==> config.mk <==
export PLATFORM = sky130hd
export DESIGN_NAME = mux_scan_seq
export DESIGN_NICKNAME = d
export VERILOG_FILES = /design/src/rtl/mux_scan_pkg.sv /design/src/rtl/mux_scan_seq.sv
export SDC_FILE = /design/constraint.sdc
export NUM_CORES = 1
export LEC_CHECK = 0
export BUFFER_PORTS_ARGS = -buffer_cell sky130_fd_sc_hd__clkbuf_2
export CAP_MARGIN = 20
export CELL_PAD_IN_SITES_DETAIL_PLACEMENT = 0
export CELL_PAD_IN_SITES_GLOBAL_PLACEMENT = 2
export CORE_MARGIN = 1
export CORE_UTILIZATION = 28
export DETAILED_ROUTE_END_ITERATION = 10
export GPL_TIMING_DRIVEN = 1
export PLACE_DENSITY_LB_ADDON = 0.25
export SLEW_MARGIN = 40
export SYNTH_ARGS = -nofsm -noshare
export SYNTH_HDL_FRONTEND = slang
export SYNTH_SLANG_ARGS = --single-unit
==> constraint.sdc <==
create_clock -name clk -period 2.05 [get_ports clk]
set_input_delay 0 -clock clk [delete_from_list [all_inputs] [get_ports clk]]
set_output_delay 0 -clock clk [all_outputs]
set_load 0.005 [all_outputs]
==> src/rtl/mux_scan_pkg.sv <==
// Shared constants and state type for the mux scan sequencer.
// Optional parity trailer bit: MUX_SCAN_PARITY_EN.
package mux_scan_pkg;

  localparam int unsigned N  = 16;
  localparam int unsigned SW = $clog2(N);

`ifdef MUX_SCAN_PARITY_EN
  localparam int unsigned CW = SW + 2;
`else
  localparam int unsigned CW = SW + 1;
`endif

  typedef enum logic [1:0] {
    IDLE = 2'd0,
    SCAN = 2'd1,
    DONE = 2'd2,
    PAR  = 2'd3
  } state_e;

endpackage

==> src/rtl/mux_scan_seq.sv <==
// Sequencer that latches a word onto an external 16:1 mux and steps sel from
// first to last, streaming each selected bit out with valid/ready handshake.
// Optional parity trailer bit: MUX_SCAN_PARITY_EN.
module mux_scan_seq
  import mux_scan_pkg::*;
(
  input  logic          clk,
  input  logic          rst,
  input  logic          start,
  input  logic [N-1:0]  word_in,
  input  logic [SW-1:0] first_sel,
  input  logic [SW-1:0] last_sel,
  output logic [N-1:0]  mux_in,
  output logic [SW-1:0] sel,
  input  logic          y_in,
  output logic          bit_out,
  output logic          bit_valid,
  input  logic          out_ready,
  output logic          busy,
  output logic          done,
  output logic [CW-1:0] bit_cnt
);

  state_e        state_q, state_d;
  logic [N-1:0]  mux_in_q, mux_in_d;
  logic [SW-1:0] sel_q, sel_d;
  logic [SW-1:0] last_q, last_d;
  logic [CW-1:0] cnt_q, cnt_d;
  logic          bit_valid_q, bit_valid_d;
  logic          busy_q, busy_d;
  logic          done_q, done_d;
`ifdef MUX_SCAN_PARITY_EN
  logic          par_q, par_d;
`endif

  // Next-state and registered-output decode; flags follow the next state.
  always_comb begin
    state_d  = state_q;
    mux_in_d = mux_in_q;
    sel_d    = sel_q;
    last_d   = last_q;
    cnt_d    = cnt_q;
`ifdef MUX_SCAN_PARITY_EN
    par_d    = par_q;
`endif
    case (state_q)
      IDLE: begin
        if (start) begin
          mux_in_d = word_in;
          sel_d    = first_sel;
          last_d   = last_sel;
          cnt_d    = '0;
`ifdef MUX_SCAN_PARITY_EN
          par_d    = 1'b0;
`endif
          state_d  = SCAN;
        end
      end
      SCAN: begin
        if (out_ready) begin
          cnt_d = cnt_q + CW'(1);
`ifdef MUX_SCAN_PARITY_EN
          par_d = par_q ^ y_in;
`endif
          if (sel_q == last_q) begin
`ifdef MUX_SCAN_PARITY_EN
            state_d = PAR;
`else
            state_d = DONE;
`endif
          end else begin
            sel_d = sel_q + SW'(1);
          end
        end
      end
`ifdef MUX_SCAN_PARITY_EN
      PAR: begin
        if (out_ready) begin
          cnt_d   = cnt_q + CW'(1);
          state_d = DONE;
        end
      end
`endif
      DONE:    state_d = IDLE;
      default: state_d = IDLE;
    endcase
`ifdef MUX_SCAN_PARITY_EN
    bit_valid_d = (state_d == SCAN) || (state_d == PAR);
`else
    bit_valid_d = (state_d == SCAN);
`endif
    done_d = (state_d == DONE);
    busy_d = (state_d != IDLE);
  end

  // State and output registers with synchronous reset.
  always_ff @(posedge clk) begin
    if (rst) begin
      state_q     <= IDLE;
      mux_in_q    <= '0;
      sel_q       <= '0;
      last_q      <= '0;
      cnt_q       <= '0;
      bit_valid_q <= 1'b0;
      busy_q      <= 1'b0;
      done_q      <= 1'b0;
`ifdef MUX_SCAN_PARITY_EN
      par_q       <= 1'b0;
`endif
    end else begin
      state_q     <= state_d;
      mux_in_q    <= mux_in_d;
      sel_q       <= sel_d;
      last_q      <= last_d;
      cnt_q       <= cnt_d;
      bit_valid_q <= bit_valid_d;
      busy_q      <= busy_d;
      done_q      <= done_d;
`ifdef MUX_SCAN_PARITY_EN
      par_q       <= par_d;
`endif
    end
  end

  // Serial data: zero-latency passthrough of the mux in SCAN, parity in PAR.
  always_comb begin
    bit_out = 1'b0;
    if (state_q == SCAN) bit_out = y_in;
`ifdef MUX_SCAN_PARITY_EN
    if (state_q == PAR)  bit_out = par_q;
`endif
  end

  assign mux_in    = mux_in_q;
  assign sel       = sel_q;
  assign bit_cnt   = cnt_q;
  assign bit_valid = bit_valid_q;
  assign busy      = busy_q;
  assign done      = done_q;

endmodule

==> impl_metrics.yaml, run 1 <==
setup_path:
  arrival_ns: 1.92
  critical_path_class: "reg -> reg"
  r2r-start: "state_q[0]"
  startpoint_type: "flip-flop"
  end_kind: "flip-flop"
  crit_fanout: 15
  crit_required_ns: 2.25
  worstSetupStartpoint: "state_q[0]"
synthesis:
  yosysTopAreaCellShare_pct: 46.9
  synth.avg_cell_area_um2: 8.74
  synth.cells.most_frequent: "nand2_1, dfxtp_1, a21oi_1"
  synth-edff-count: 0
  synth_most_common_cell: "nand2_1"
  ys_ff_latch: 34
  yosysWarnings: 0
  async_flop_share_pct: 0
  synth.distinct_cells: 41
  synth.area.top_cells: "dfxtp_1, nand2_1, a21oi_1"
  synth.largest_area_cell: "dfxtp_1"
  syn_nets: 197
  ys.flop_type: "dfxtp_1"
  syn-cell-area_um2: 1450
  yosysSeqAreaShare_pct: 46.9
  synthesis.instances: 166
timing:
  worstMarginPinSlew_ns: 0.730
  slew_violations: 0
  final-hold-violation-count: 0
  setup_ws_ns: 0.327
  setup_viol: 0
  finalCriticalPeriod_ns: 1.72
  setup_tns_ns: 0
  rsz0062_at_grt: "false"
  fin_crit_sh_pct: 84.1
  whs_ns: 0.0335
  fin_skew_ns: 0.00224
  fmax_mhz: 580
  slew_headroom_pct: 51.3
clock_tree:
  cts_htree_levels: 2
  clkSinkCount: 34
  cts_tree: "built"
  cts_buffers: 5
  cts-root-buf: "clkbuf_8"
  clockBufferDepth: 2
  post-cts-setup-buffer-count: 0
  clk_latency_ns: 0.28
  path_clk_slew_ns: 0.07
final_layout:
  diodes: 0
  finalNonFillerCells: 307
  fin_util_pct: 42.5
  drive_gt1_share_pct: 30.8
  area_delta_synth_final_pct: 42.0
  finalInstanceArea_um2: 2060
  fillers: 513
  nets: 271
routing:
  ant_nets: 0
  first_pass_iters: 4
  routed-via-count: 1405
  drc_errors: 0
  routed_via_density: 4.58
  wirelength_um: 3700
  drt-wirelength-per-cell_um: 12.1
  drt_iter0_drc: 45
placed_design:
  post_dp_cell_area_um2: 1780
  dp_slack_ns: 0.352
  place.gp.congestion: 0.701
  placed_cells_incl_taps: 280
  port-buffer-count: 57
  dpl.hpwl_um: 2480
run:
  max-cap-violations: 0
global_route:
  track_usage_pct: 14.8
  antenna_found_initial: 0
  grt_pass1_vias: 1309
  grt_overflow: 0
  grt_max_degree: 36
  grt_pass1_wl_um: 6150
die:
  dieArea_um2: 5480
  die_w_um: 74.0
  io_pins: 58
  core-area_um2: 4850
  die_y_um: 74.0
  rows: 25
  start_util_pct: 29.9
min_path:
  hp-start: "out_ready"
  min_path_type: "in -> reg"
pwr:
  irDropWorstVdd_uv: 281
  p_leak_nw: 0.886
  total_power_mw: 1.55
  powerDensity_nw_per_um2: 751
run_status:
  status: "finished, final reports clean"
## layout by cell type, fill, tap and decap left out, types with 2 or more instances in the layout
cell and instances:
ha_1 2, nor2_1 3, clkbuf_1 2, nand3_1 2, buf_4 3, nor2_4 2
nor3b_1 3, nor3_1 4, xor2_1 3, nand2b_1 2, o21ai_0 2, dfxtp_1 34
clkbuf_8 5, clkbuf_2 57, nand2_1 41, xnor2_1 4, dlygate4sd3_1 20, a21oi_1 25
mux2i_1 2, o2111ai_1 2
## routing by layer
| layer | global-route usage [%] | share of wire (%) | up-vias |
|---|---|---|---|
| li1 | - | - | 725 |
| met1 | 19.6 | 47 | 645 |
| met2 | 22.7 | 48 | 33 |
| met3 | 4.74 | 5.1 | 2 |
| met4 | 5.13 | 0.46 | 0 |
| met5 | 0 | 0 | - |
## where the power goes
group	leakage [nW]	internal, mW	switching, mW
clock network	0.0383	0.234	0.228
registers	0.279	0.710	0.0460
logic	0.569	0.163	0.168
total	0.886	1.11	0.441
## path summary, 6_finish.rpt
kind	end	slack (ns)	cells after the start
worst min-delay path	state_q[0]	0.03	3
worst max register to register	bit_cnt[4]	0.33	5
worst max-delay path	bit_cnt[4]	0.33	5
worst min register to register	mux_in[7]	0.46	2
## repair_timing
action / 4_1_cts / 5_1_grt
hold buffers: 20 / 0
endpoints found under the hold margin: 20 / 0
resized for setup: 0 / 0
## flip-flops by register name, indices dropped and copies added, names as in the netlist
register   cells
done           1
sel            4
last_q         4
state_q        2
bit_valid      1
bit_cnt        5
mux_in        16
busy           1
## final cells by class
| type | instances | area [um2] | area share [%] |
|---|---|---|---|
| clock buffer | 7 | 76.3 | 3.70 |
| inverter | 1 | 3.75 | 0.182 |
| multi-input combinational | 118 | 708 | 34.4 |
| sequential | 34 | 681 | 33.0 |
| tap | 67 | 83.8 | 4.07 |
| timing repair buffer | 80 | 508 | 24.7 |
## cell families after synthesis
family,share of synthesized area (%)
AOI/OAI and AO/OA,17.9
xor gates and xnor gates,4.22
buffers and inverters,4.31
DFF,46.9
adders and majority gates,1.72
muxes,1.38
and+or+nand+nor,23.5
## critical path, stage by stage, from the launching register on
cell and delay, ns:
dfxtp_1 0.47, nor3b_4 0.45, buf_4 0.27, o2111ai_1 0.16, xor2_1 0.16, nor3_1 0.14
No activity file was read; power rests on OpenSTA's default activity.
==> run 2, diff against run 1 <==
--- a/config.mk
+++ b/config.mk
@@ -10,7 +10,7 @@
 export CELL_PAD_IN_SITES_DETAIL_PLACEMENT = 0
 export CELL_PAD_IN_SITES_GLOBAL_PLACEMENT = 2
 export CORE_MARGIN = 1
-export CORE_UTILIZATION = 28
+export CORE_UTILIZATION = 26
 export DETAILED_ROUTE_END_ITERATION = 10
 export GPL_TIMING_DRIVEN = 1
 export PLACE_DENSITY_LB_ADDON = 0.25
==> constraint.sdc (replaced) <==
create_clock -name clk -period 1.7 [get_ports clk]
set_input_delay 0 -clock clk [delete_from_list [all_inputs] [get_ports clk]]
set_output_delay 0 -clock clk [all_outputs]
set_load 0.005 [all_outputs]
==> run 2 against run 1 <==
  * Routed wire length increased by 2.5%
  * Highest routed layer unchanged
  * Critical path depth decreased by 1
  * Worst hold slack improved by 0.0046 ns
==> impl_metrics.yaml, run 2 (synthesis results as in run 1) <==
run_status:
  status: "finished, final reports clean"
min_path:
  holdPathStages: 3
  hp-start: "out_ready"
  min_path_type: "in -> reg"
  hold_end: "bit_valid"
timing:
  rsz0062_at_grt: "false"
  slew_headroom_pct: 66.7
  fin_skew_ns: 0.00804
  finalCriticalPeriod_ns: 1.54
  fin_crit_sh_pct: 90.5
  worstMarginPinSlew_ns: 0.500
  setup_tns_ns: 0
  slew_violations: 0
  fmax_mhz: 650
  setup_viol: 0
  final-hold-violation-count: 0
pwr:
  p_sw_mw: 0.552
  p_int_mw: 1.69
  powerDensity_nw_per_um2: 1040
  clkPwrFrac_pct: 41.1
  power_frac_seq_pct: 40.5
  combPwrFrac_pct: 18.4
  netSwitchingFraction_pct: 24.7
  p_leak_nw: 0.928
  irDropWorstVdd_uv: 512
die:
  core-area_um2: 5240
  die_w_um: 76.7
  rows: 26
  die_y_um: 76.7
  start_util_pct: 27.7
  dieArea_um2: 5890
  io_pins: 58
global_route:
  track_usage_pct: 13.6
  grt_max_degree: 28
  grt_pass1_wl_um: 6420
  grt_overflow: 0
  grt_pass1_vias: 1427
  antenna_found_initial: 0
setup_path:
  critical_path_class: "reg -> reg"
  arrival_ns: 1.76
  reg2regPathDepth: 4
  r2r-start: "state_q[0]"
  cp_top_family: "compound AO/OA/AOI/OAI gates"
  rr_endpoint: "sel[3]"
  crit_chain: "or3b_1 > a2bb2oi_1 > a2111o_1 > o21ai_1"
  crit_fanout: 9
  slowest_delay_ns: 0.49
  critical_path.slowest_cell: "dfxtp_1"
  crit_required_ns: 1.92
  path_buf_inv: 0
  end_kind: "flip-flop"
  rrSetupSlack_ns: 0.16
  startpoint_type: "flip-flop"
clock_tree:
  post_cts_resized: 0
  post-cts-setup-buffer-count: 0
  path_clk_slew_ns: 0.07
  cts_htree_levels: 2
  clockBufferDepth: 2
  clk_latency_ns: 0.29
  cts-root-buf: "clkbuf_8"
  clkSinkCount: 34
  cts_buffers: 5
  cts_tree: "built"
routing:
  drt_iter0_drc: 36
  first_pass_iters: 4
  drt-wirelength-per-cell_um: 12.2
  routed_via_density: 4.53
  drc_errors: 0
  ant_nets: 0
  wirelength_um: 3790
  routed-via-count: 1413
run:
  max-cap-violations: 0
final_layout:
  finalNonFillerCells: 312
  final_common_cell: "clkbuf_2"
  nets: 272
  final_cell_mix: "clkbuf_2, nand2_1, dfxtp_1, a21oi_1, dlygate4sd3_1"
  area_delta_synth_final_pct: 48.2
  diodes: 0
  finalInstanceArea_um2: 2150
  drive_gt1_share_pct: 32.2
  largest_reg_flops: 16
placed_design:
  post_dp_cell_area_um2: 1810
  port-buffer-count: 57
  dpl.hpwl_um: 2620
  place.gp.congestion: 0.710
  placed_cells_incl_taps: 284
run 2: per-layer routing:
metal	share of wire, %	vias up	track usage, %
li1	-	721	-
met1	46	650	15.7
met2	49	38	23.7
met3	5.0	4	4.64
met4	0.74	0	4.23
met5	0	-	0
run 2: metrics by stage:
stage          util [%]  total power, mW  worst slack, ns  hold WS, ns
2_1_floorplan         -             1.17            0.285        0.110
3_3_place_gp       34.5             1.30            0.233        0.224
3_5_place_dp       34.5             1.31            0.192        0.233
4_1_cts            41.1             2.27            0.171       0.0317
5_1_grt            41.1             2.35           0.0769       0.0298
6_report           41.1             2.24            0.161       0.0381
run 2: tightest hold or removal path, stage by stage:
cell	delay (ns)
clkbuf_2	0.09
a21o_2	0.12
a21oi_1	0.06
run 2: worst max path at each step:
stage | startpoint | slack, ns | depth (start not counted) | endpoint
6_report | state_q[0] | 0.16 | 4 | sel[3]
5_1_grt | state_q[1] | 0.08 | 4 | sel[1]
4_1_cts | state_q[0] | 0.17 | 4 | sel[3]
3_5_place_dp | state_q[0] | 0.19 | 4 | sel[3]
3_3_place_gp | state_q[0] | 0.23 | 4 | sel[3]
2_1_floorplan | sel[2] | 0.29 | 5 | sel[0]
run 2: power groups by stage:
stage | registers (mW) | logic (mW) | clock network [mW]
floorplan | 0.918 | 0.253 | 0
global placement | 0.923 | 0.377 | 0
detailed placement | 0.925 | 0.382 | 0
CTS | 0.907 | 0.419 | 0.940
global route | 0.917 | 0.465 | 0.973
finish | 0.906 | 0.412 | 0.919
run 2: area by class of cell:
type	count	area, um2
clock buffers	6	82.6
clock inverters	2	60.1
fillers	550	3090
inverters	1	3.75
multi-input cells	118	708
flip-flops and latches	34	681
well taps	70	87.6
repair buffers	81	528
run 2: what timing repair did:
action,CTS,global route
hold buffers,20,0
setup endpoints to repair,0,0
hold endpoints to repair,20,0
